<file path="src/rtl/remote_key_queue.sv">
// IR remote key queue: turns receiver Ready/Tecla strobes into single key events, tags
// auto-repeats inside a hold window, and buffers them in a show-ahead FIFO for one consumer.
module remote_key_queue #(
  parameter int unsigned DEPTH         = 4,
  parameter int unsigned REPEAT_WINDOW = 30400,
  parameter int unsigned CNT_W         = 16,
  parameter bit          DROP_REPEATS  = 1'b0
) (
  input  logic                     Clock,
  input  logic                     Reset,
  input  logic                     Ready,
  input  logic [7:0]               Tecla,
  input  logic                     KeyAck,
  input  logic                     OvfClear,
  output logic                     KeyValid,
  output logic [7:0]               KeyCode,
  output logic                     KeyRepeat,
  output logic [$clog2(DEPTH):0]   Count,
  output logic                     Overflow
);

  localparam int unsigned PtrW = $clog2(DEPTH);
  localparam int unsigned CntW = PtrW + 1;
  localparam logic [CNT_W-1:0] Window    = CNT_W'(REPEAT_WINDOW);
  localparam logic [CntW-1:0]  FullCount = CntW'(DEPTH);

  logic             ready_q;
  logic [7:0]       last_code_q;
  logic             last_valid_q;
  logic [CNT_W-1:0] timer_q;
  logic [8:0]       mem_q [DEPTH];
  logic [PtrW-1:0]  head_q, tail_q;
  logic [CntW-1:0]  count_q, count_d;
  logic             ovf_q;

  logic key_event, is_rep, push_req, fifo_full, fifo_empty, pop, push, ovf_set;

  assign key_event  = Ready & ~ready_q;
  assign is_rep     = last_valid_q & (Tecla == last_code_q) & (timer_q < Window);
  assign push_req   = key_event & ~(DROP_REPEATS & is_rep);
  assign fifo_full  = (count_q == FullCount);
  assign fifo_empty = (count_q == '0);
  assign pop        = KeyAck & ~fifo_empty;
  // A pop in the same cycle frees the slot, so a full FIFO can still accept the push.
  assign push       = push_req & (~fifo_full | pop);
  assign ovf_set    = push_req & fifo_full & ~pop;

  always_comb begin
    count_d = count_q;
    case ({push, pop})
      2'b10:   count_d = count_q + 1'b1;
      2'b01:   count_d = count_q - 1'b1;
      default: count_d = count_q;
    endcase
  end

  always_ff @(posedge Clock) begin
    if (Reset) begin
      ready_q      <= 1'b0;
      last_code_q  <= '0;
      last_valid_q <= 1'b0;
      timer_q      <= Window;
      head_q       <= '0;
      tail_q       <= '0;
      count_q      <= '0;
      ovf_q        <= 1'b0;
      for (int i = 0; i < int'(DEPTH); i++) mem_q[i] <= '0;
    end else begin
      ready_q <= Ready;
      // Dropped repeats still restart the window so a held key keeps repeating.
      if (key_event) begin
        last_code_q  <= Tecla;
        last_valid_q <= 1'b1;
        timer_q      <= '0;
      end else if (timer_q < Window) begin
        timer_q <= timer_q + 1'b1;
      end
      if (push) begin
        mem_q[tail_q] <= {Tecla, is_rep};
        tail_q        <= tail_q + 1'b1;
      end
      if (pop) head_q <= head_q + 1'b1;
      count_q <= count_d;
      if (ovf_set)       ovf_q <= 1'b1;
      else if (OvfClear) ovf_q <= 1'b0;
    end
  end

  assign KeyValid  = ~fifo_empty;
  assign KeyCode   = mem_q[head_q][8:1];
  assign KeyRepeat = mem_q[head_q][0];
  assign Count     = count_q;
  assign Overflow  = ovf_q;

endmodule

</file>
<file path="config.mk">
export PLATFORM = sky130hd
export DESIGN_NAME = remote_key_queue
export DESIGN_NICKNAME = d
export VERILOG_FILES = /design/src/rtl/remote_key_queue.sv
export SDC_FILE = /design/constraint.sdc
export NUM_CORES = 1
export LEC_CHECK = 0
export CAP_MARGIN = 5
export CORE_ASPECT_RATIO = 1.2
export CORE_MARGIN = 2
export CORE_UTILIZATION = 52
export DETAILED_ROUTE_END_ITERATION = 8
export HOLD_SLACK_MARGIN = 0.02
export PLACE_DENSITY = 0.83
export SETUP_SLACK_MARGIN = 0.05
export SYNTH_ARGS = -nofsm -noshare
export SYNTH_HDL_FRONTEND = slang
export SYNTH_SLANG_ARGS = --single-unit
</file>
<file path="constraint.sdc">
create_clock -name Clock -period 2.2 [get_ports Clock]
set_input_delay 0.22 -clock Clock [delete_from_list [all_inputs] [get_ports Clock]]
set_output_delay 0.22 -clock Clock [all_outputs]
set_load 0.01 [all_outputs]
</file>
==> metrics.md, run 1 <==
| Metric | Value |
|---|---|
| CTS Buf Count | 9 |
| DR pass1 iterations | 4 |
| Starting DRT DRC Count | 230 |
| Hold Path Sink | last_code_q[1]$_SDFFE_PP0N_ |
| Initial antenna violation count | 0 |
| Congestion Overflow GR | 0 |
| Mapped Nets | 305 |
| Die Width | 76.5 um |
| Port bufs | 26 |
| Synth async-reset ratio | 0 |
| Initial Util | 0.542 |
| Seq cells post-synth | 72 |
| Delay-heaviest family, CP | buffers and inverters |
| Layout Utilization | 0.667 |
| Worst r2r dst | Count[2]$_SDFFE_PP0P_ |
| Syn Inst Count | 289 |
| WL/cell | 15.3 um |
| Setup slack, reg-to-reg | 0.19 ns |
| Final Hold Viols | 0 |
| H-tree levels | 3 |
| Via density | 5.53 |
| Max_cap viols | 0 |
| Critical path type | reg -> out |
| Worst path slowest cell | mux4_2 |
| Crit path max fanout | 9 |
| CTS tree | yes |
| Fin Setup TNS | 0 ns |
| Register area share after synthesis | 0.550 |
| Via Count | 2339 |
| Most common cell after layout, fill and taps aside | edfxtp_1 |
| FP Rows | 31 |
| EDFF count, synth | 36 |
| Hold WS | 0.470 ns |
| Critical path's largest stage delay | 0.49 ns |
| Clock Skew | 0.00526 ns |
| Status | completed |
| Routability Congestion | 0.834 |
| Clock transition at path regs | 0.08 ns |
| Crit start category | register |
| Setup crit end kind | primary output |
| Worst skew pair latency | 0.35 ns |
| Largest net degree at the start of global routing | 24 |
| Post-DP HPWL | 4500 um |
| Clock root cell | clkbuf_8 |
| Total GRT Usage | 0.203 |
| Area of the mapped netlist | 3280 um2 |
| Antenna-violating nets left | 0 |
| Reg2Reg Depth | 9 |
| RSZ-0062 raised after global routing | true |
| I/O pins | 27 |
| Worst hold path type | reg -> reg |
| Synthesized area per cell | 11.3 um2 |
| Pwr Density | 914 nW/um2 |
| Final setup violation count | 0 |
| Synth warn | 0 |
| Sink Count | 72 |
| Layout Nets | 352 |
| Worst slew margin | 0.437 |
| Fmax | 488 MHz |
| Synth top area share | 0.330 |
| Worst Max-Slew Pin Slew | 0.839 ns |
| Final worst path period share | 0.932 |
| Layout cells sized above 1 | 0.173 |
| Core area | 6050 um2 |
| Req. time, crit path | 1.98 ns |
| Post-route design area | 4040 um2 |
| DIE AREA | 6960 um2 |
| Yosys cell types | 44 |
| Vias in the first global route | 2344 |
| Ys flop type | edfxtp_1 |
| Die Ht | 91.0 um |
| Worst path cell trace | buf_8 -> mux4_2 -> clkdlybuf4s50_1 |
| Total wire length | 6470 um |
| Area leader, netlist | edfxtp_1 |
| DRC errors left | 0 |
| Hold path depth | 2 |
| R2r startpoint | Count[1]$_SDFFE_PP0P_ |
| First-pass GRT wire length | 11000 um |
| Max rail drop VDD | 0.497 mV |
| Area growth syn-to-layout | 23.1% |
| Most frequent cells in the layout | 36 x edfxtp_1, 35 x dfxtp_1, 33 x and2_1 |
| Critical Path AT | 1.83 ns |
| Placed Instance Area | 3780 um2 |
| Synth top area cells | edfxtp_1 33%, dfxtp_1 22%, and2_1 6.3% |
| Min-delay src | last_code_q[1]$_SDFFE_PP0N_ |
| Leak pwr | 1.55 nW |
| Min Clock Period, post-route | 2.05 ns |
| Critical path buffers and inverters | 2 |
| Clock Tree Buf Depth | 2 |
| Final Max Tran Viols | 0 |
| N_diodes | 0 |
-- cells by family after synthesis --
| group | share of synthesized area |
|---|---|
| buf+inv | 0.0221 |
| compound gates | 0.0790 |
| fa+ha+maj | 0.0137 |
| simple gates | 0.228 |
| xor+xnor | 0.0428 |
| mux | 0.0649 |
| flops | 0.550 |
-- routing by layer --
| layer | up-vias | routed length, um | GRT usage |
|---|---|---|---|
| met3 | 4 | 326 | 0.0626 |
| li1 | 1145 | - | - |
| met1 | 1119 | 2710 | 0.243 |
| met4 | 0 | 61 | 0.0727 |
| met2 | 71 | 3370 | 0.347 |
| met5 | - | 0 | 0 |
-- final cells by class --
type                    count  area [um2]
inverters                   6        22.5
well taps                  82         103
clock buffers              10         128
repair buffers             49         475
multi-input cells         198        1410
clock inverters             6        92.6
fillers                   465        2020
flip-flops and latches     72        1800
-- worst max-delay path by stage --
stage,slack [ns],startpoint,cells past startpoint,endpoint
after floorplan,0.06,Count[0]$_SDFFE_PP0P_,9,Count[2]$_SDFFE_PP0P_
final,0.15,register,3,KeyCode[2]
after global routing,0.01,Count[2]$_SDFFE_PP0P_,9,Count[2]$_SDFFE_PP0P_
after global placement,-0.09,KeyAck,10,Count[2]$_SDFFE_PP0P_
after CTS,0.07,register,3,KeyRepeat
after detailed placement,-0.14,KeyAck,10,Count[2]$_SDFFE_PP0P_
-- flip-flops by register name, indices dropped and copies added, names as in the netlist, named ones only --
signal	cells
head_q	2
mem_q	36
timer_q	16
last_code_q	8
tail_q	2
Count	3
Overflow	1
ready_q	1
last_valid_q	1
-- synth_stat cells, types with 4 or more instances --
master and number:
inv_1 6, o21ai_0 5, nand3_1 10, dfxtp_1 36
edfxtp_1 36, nor3b_2 4, a21oi_1 15, nand4_1 6
or4_1 6, xor2_1 4, xnor2_1 12, clkbuf_1 10
and2_1 33, or3_1 6, nor2_1 16, mux4_2 9
o211ai_1 5, nand2_1 27
-- worst min-delay path, stage by stage, from the launching register on --
cell     delay, ns
dfxtp_1       0.32
nand2_1       0.05
a21oi_1       0.05
-- repair_timing --
action	in CTS	in global routing
resized for setup	1	11
hold buffers	0	0
setup buffers	0	0
pin swaps	0	1
endpoints found under the setup margin	1	9
-- where the power goes --
part,total [mW],switching (mW),internal [mW]
sequential,1.62,0.0868,1.53
clock,1.15,0.510,0.644
combinational,0.914,0.400,0.513
-- per-stage QoR --
| step | setup slack (ns) | std cells | power [mW] |
|---|---|---|---|
| 2_1_floorplan | 0.0625 | 289 | 2.15 |
| 3_3_place_gp | -0.0881 | 407 | 2.54 |
| 3_5_place_dp | -0.140 | 407 | 2.57 |
| 4_1_cts | 0.0739 | 423 | 3.72 |
| 5_1_grt | 0.0140 | 423 | 3.86 |
| 6_report | 0.149 | 423 | 3.69 |
No activity file was read; power rests on OpenSTA's default activity.
==> run 2, diff against run 1 <==
ABC_AREA = 0   (was not set)
SLEW_MARGIN = 0   (was not set)
==> results of run 2 <==
No change in the layout: final DEF, timing and power equal those of run 1.
==> run 3, diff against run 2 <==
--- a/config.mk
+++ b/config.mk
@@ -8,12 +8,13 @@
 export ABC_AREA = 0
 export CAP_MARGIN = 5
+export CELL_PAD_IN_SITES_DETAIL_PLACEMENT = 1
+export CELL_PAD_IN_SITES_GLOBAL_PLACEMENT = 1
 export CORE_ASPECT_RATIO = 1.2
 export CORE_MARGIN = 2
-export CORE_UTILIZATION = 52
+export CORE_UTILIZATION = 42
 export DETAILED_ROUTE_END_ITERATION = 8
 export HOLD_SLACK_MARGIN = 0.02
-export PLACE_DENSITY = 0.83
+export PLACE_DENSITY = 0.84
 export SETUP_SLACK_MARGIN = 0.05
-export SLEW_MARGIN = 0
 export SYNTH_ARGS = -nofsm -noshare
 export SYNTH_HDL_FRONTEND = slang
==> constraint.sdc (replaced) <==
create_clock -name Clock -period 2.2 [get_ports Clock]
set_input_delay 0.22 -clock Clock [delete_from_list [all_inputs] [get_ports Clock]]
set_output_delay 0.22 -clock Clock [all_outputs]
set_load 0.05 [all_outputs]
==> run 3 against run 2 <==
  * Flip-flop and latch count unchanged
  * Non-clock buffer count grew 2
  * Register-to-register slack is essentially flat
  * Fmax grew 1.8%
  * Routed wire length increased by 17%
  * Sequential share of layout area increased by 0.36 points
  * Largest cell class unchanged
  * Largest power group unchanged
==> metrics.md, run 3 (synthesized netlist as in run 1, its figures left out) <==
| Metric | Value |
|---|---|
| Status | completed |
| Largest net degree at the start of global routing | 22 |
| Fin Setup TNS | 0 ns |
| Critical path's largest stage delay | 0.38 ns |
| FP Rows | 35 |
| CTS Hold Bufs | 0 |
| Clock Skew | 0.00695 ns |
| Via Count | 2376 |
| Antenna-violating nets left | 0 |
| Postcts setup bufs | 0 |
| Final Max Tran Viols | 0 |
| I/O pins | 27 |
| Initial Util | 0.430 |
| Critical Path AT | 2.30 ns |
| Area growth syn-to-layout | 22.8% |
| Max_cap viols | 0 |
| Routability Congestion | 0.761 |
| Most frequent cells in the layout | 36 x edfxtp_1, 33 x dfxtp_1, 33 x and2_1, 33 x buf_4, 27 x nand2_1 |
| Layout Nets | 354 |
| Critical Path Start | Count[0]$_SDFFE_PP0P_ |
| WL/cell | 17.4 um |
| Worst hold path type | reg -> reg |
| Largest registers | mem_q (36), timer_q (16), last_code_q (8) |
| Setup slack, reg-to-reg | 0.19 ns |
| CTS resizes | 0 |
| Die Width | 84.6 um |
| Clock transition at path regs | 0.08 ns |
| Vias in the first global route | 2543 |
| Min Clock Period, post-route | 2.01 ns |
| DIE AREA | 8530 um2 |
| Highest routed metal layer | met4 |
| DR pass1 iterations | 4 |
| Worst Max-Slew Pin Slew | 0.888 ns |
| Setup crit end kind | register |
| Layout cells sized above 1 | 0.222 |
| Worst skew pair latency | 0.35 ns |
| Post-Route M1 WL | 3110 um |
| Total wire length | 7570 um |
| Worst slew margin | 0.403 |
| Clock Tree Buf Depth | 2 |
| Worst path slowest cell | dfxtp_4 |
| Most used cell along the critical path | inv_1 |
| Routed wl met3 | 216 um |
| Die Ht | 101 um |
| Initial antenna violation count | 0 |
| RSZ-0062 raised after global routing | false |
| Crit start category | register |
| Worst path cell trace | nor4b_4 -> nor2_2 -> inv_1 -> ha_2 -> inv_1 -> fa_2 -> xor2_1 -> or3_1 -> a21oi_2 |
| Max reg flops | 36 |
| Fmax | 496 MHz |
| Layout fillers | 827 |
| Req. time, crit path | 2.48 ns |
| DRC errors left | 0 |
| Post-route design area | 4030 um2 |
| Core area | 7620 um2 |
| Clock root cell | clkbuf_8 |
| CTS tree | yes |
| Total GRT Usage | 0.190 |
| Pwr Density | 985 nW/um2 |
| Placed Instance Area | 3800 um2 |
| H-tree levels | 3 |
| Min-delay src | last_code_q[2]$_SDFFE_PP0N_ |
| Congestion Overflow GR | 0 |
| Via density | 5.46 |
| Max rail drop VDD | 0.554 mV |
| Starting DRT DRC Count | 82 |
| Leak pwr | 1.46 nW |
| Port bufs | 26 |
| Final worst path period share | 0.916 |
| Sink Count | 72 |
| Most common cell after layout, fill and taps aside | edfxtp_1 |
| First-pass GRT wire length | 12400 um |
| Final setup violation count | 0 |
| Critical path type | reg -> reg |
| CTS Buf Count | 9 |
| Met2 routed WL | 4010 um |
| N_diodes | 0 |
| Largest Register | mem_q |
| Post-DP HPWL | 5690 um |
| Final Hold Viols | 0 |
| Crit path max fanout | 6 |
| R2r startpoint | Count[0]$_SDFFE_PP0P_ |
-- run 3: final timing paths --
| path | to | cells after the start |
|---|---|---|
| worst min register to register | last_code_q[2]$_SDFFE_PP0N_ | 2 |
| worst min-delay path | last_code_q[2]$_SDFFE_PP0N_ | 2 |
| worst max-delay path | Count[2]$_SDFFE_PP0P_ | 9 |
| worst max register to register | Count[2]$_SDFFE_PP0P_ | 9 |
-- run 3: worst max-delay path, delay by kind of cell, from the launching register on --
kind / cells / cell delay [ns]
AND/OR/NAND/NOR: 3 / 0.69
buffers and inverters: 2 / 0.12
XOR/XNOR: 1 / 0.15
flip-flops: 1 / 0.38
adder cells (fa/ha/maj): 2 / 0.50
AO/OA/AOI/OAI: 1 / 0.11
-- run 3: area by class of cell --
type                            count  area, um2  area share
Inverter                            6       22.5     0.00560
Clock inverter                      5       61.3      0.0152
Multi-Input combinational cell    198       1420       0.353
Tap cell                           92        115      0.0286
Timing Repair Buffer               51        438       0.109
Clock buffer                       11        153      0.0379
Sequential cell                    72       1810       0.450
-- run 3: power by group --
| group | switching, mW | internal (mW) | leakage (nW) | total (mW) |
|---|---|---|---|---|
| combinational | 0.703 | 0.486 | 0.685 | 1.19 |
| clock | 0.526 | 0.600 | 0.106 | 1.13 |
| sequential | 0.107 | 1.54 | 0.671 | 1.65 |
-- run 3: metrics by stage --
step	setup WS, ns	hold slack [ns]	power [mW]	std cells	utilization
after global routing	0.0695	0.504	4.14	435	0.528
after floorplan	0.0655	0.348	2.47	289	-
final	0.185	0.470	3.97	435	0.528
after detailed placement	-0.250	0.464	2.87	419	0.498
after global placement	-0.163	0.455	2.82	419	0.498
after CTS	0.101	0.475	3.99	435	0.526
-- run 3: metal layers --
metal  up-vias  track usage
met5         -            0
met2        38        0.342
met4         0        0.106
met3        20       0.0328
li1       1151            -
met1      1167        0.212
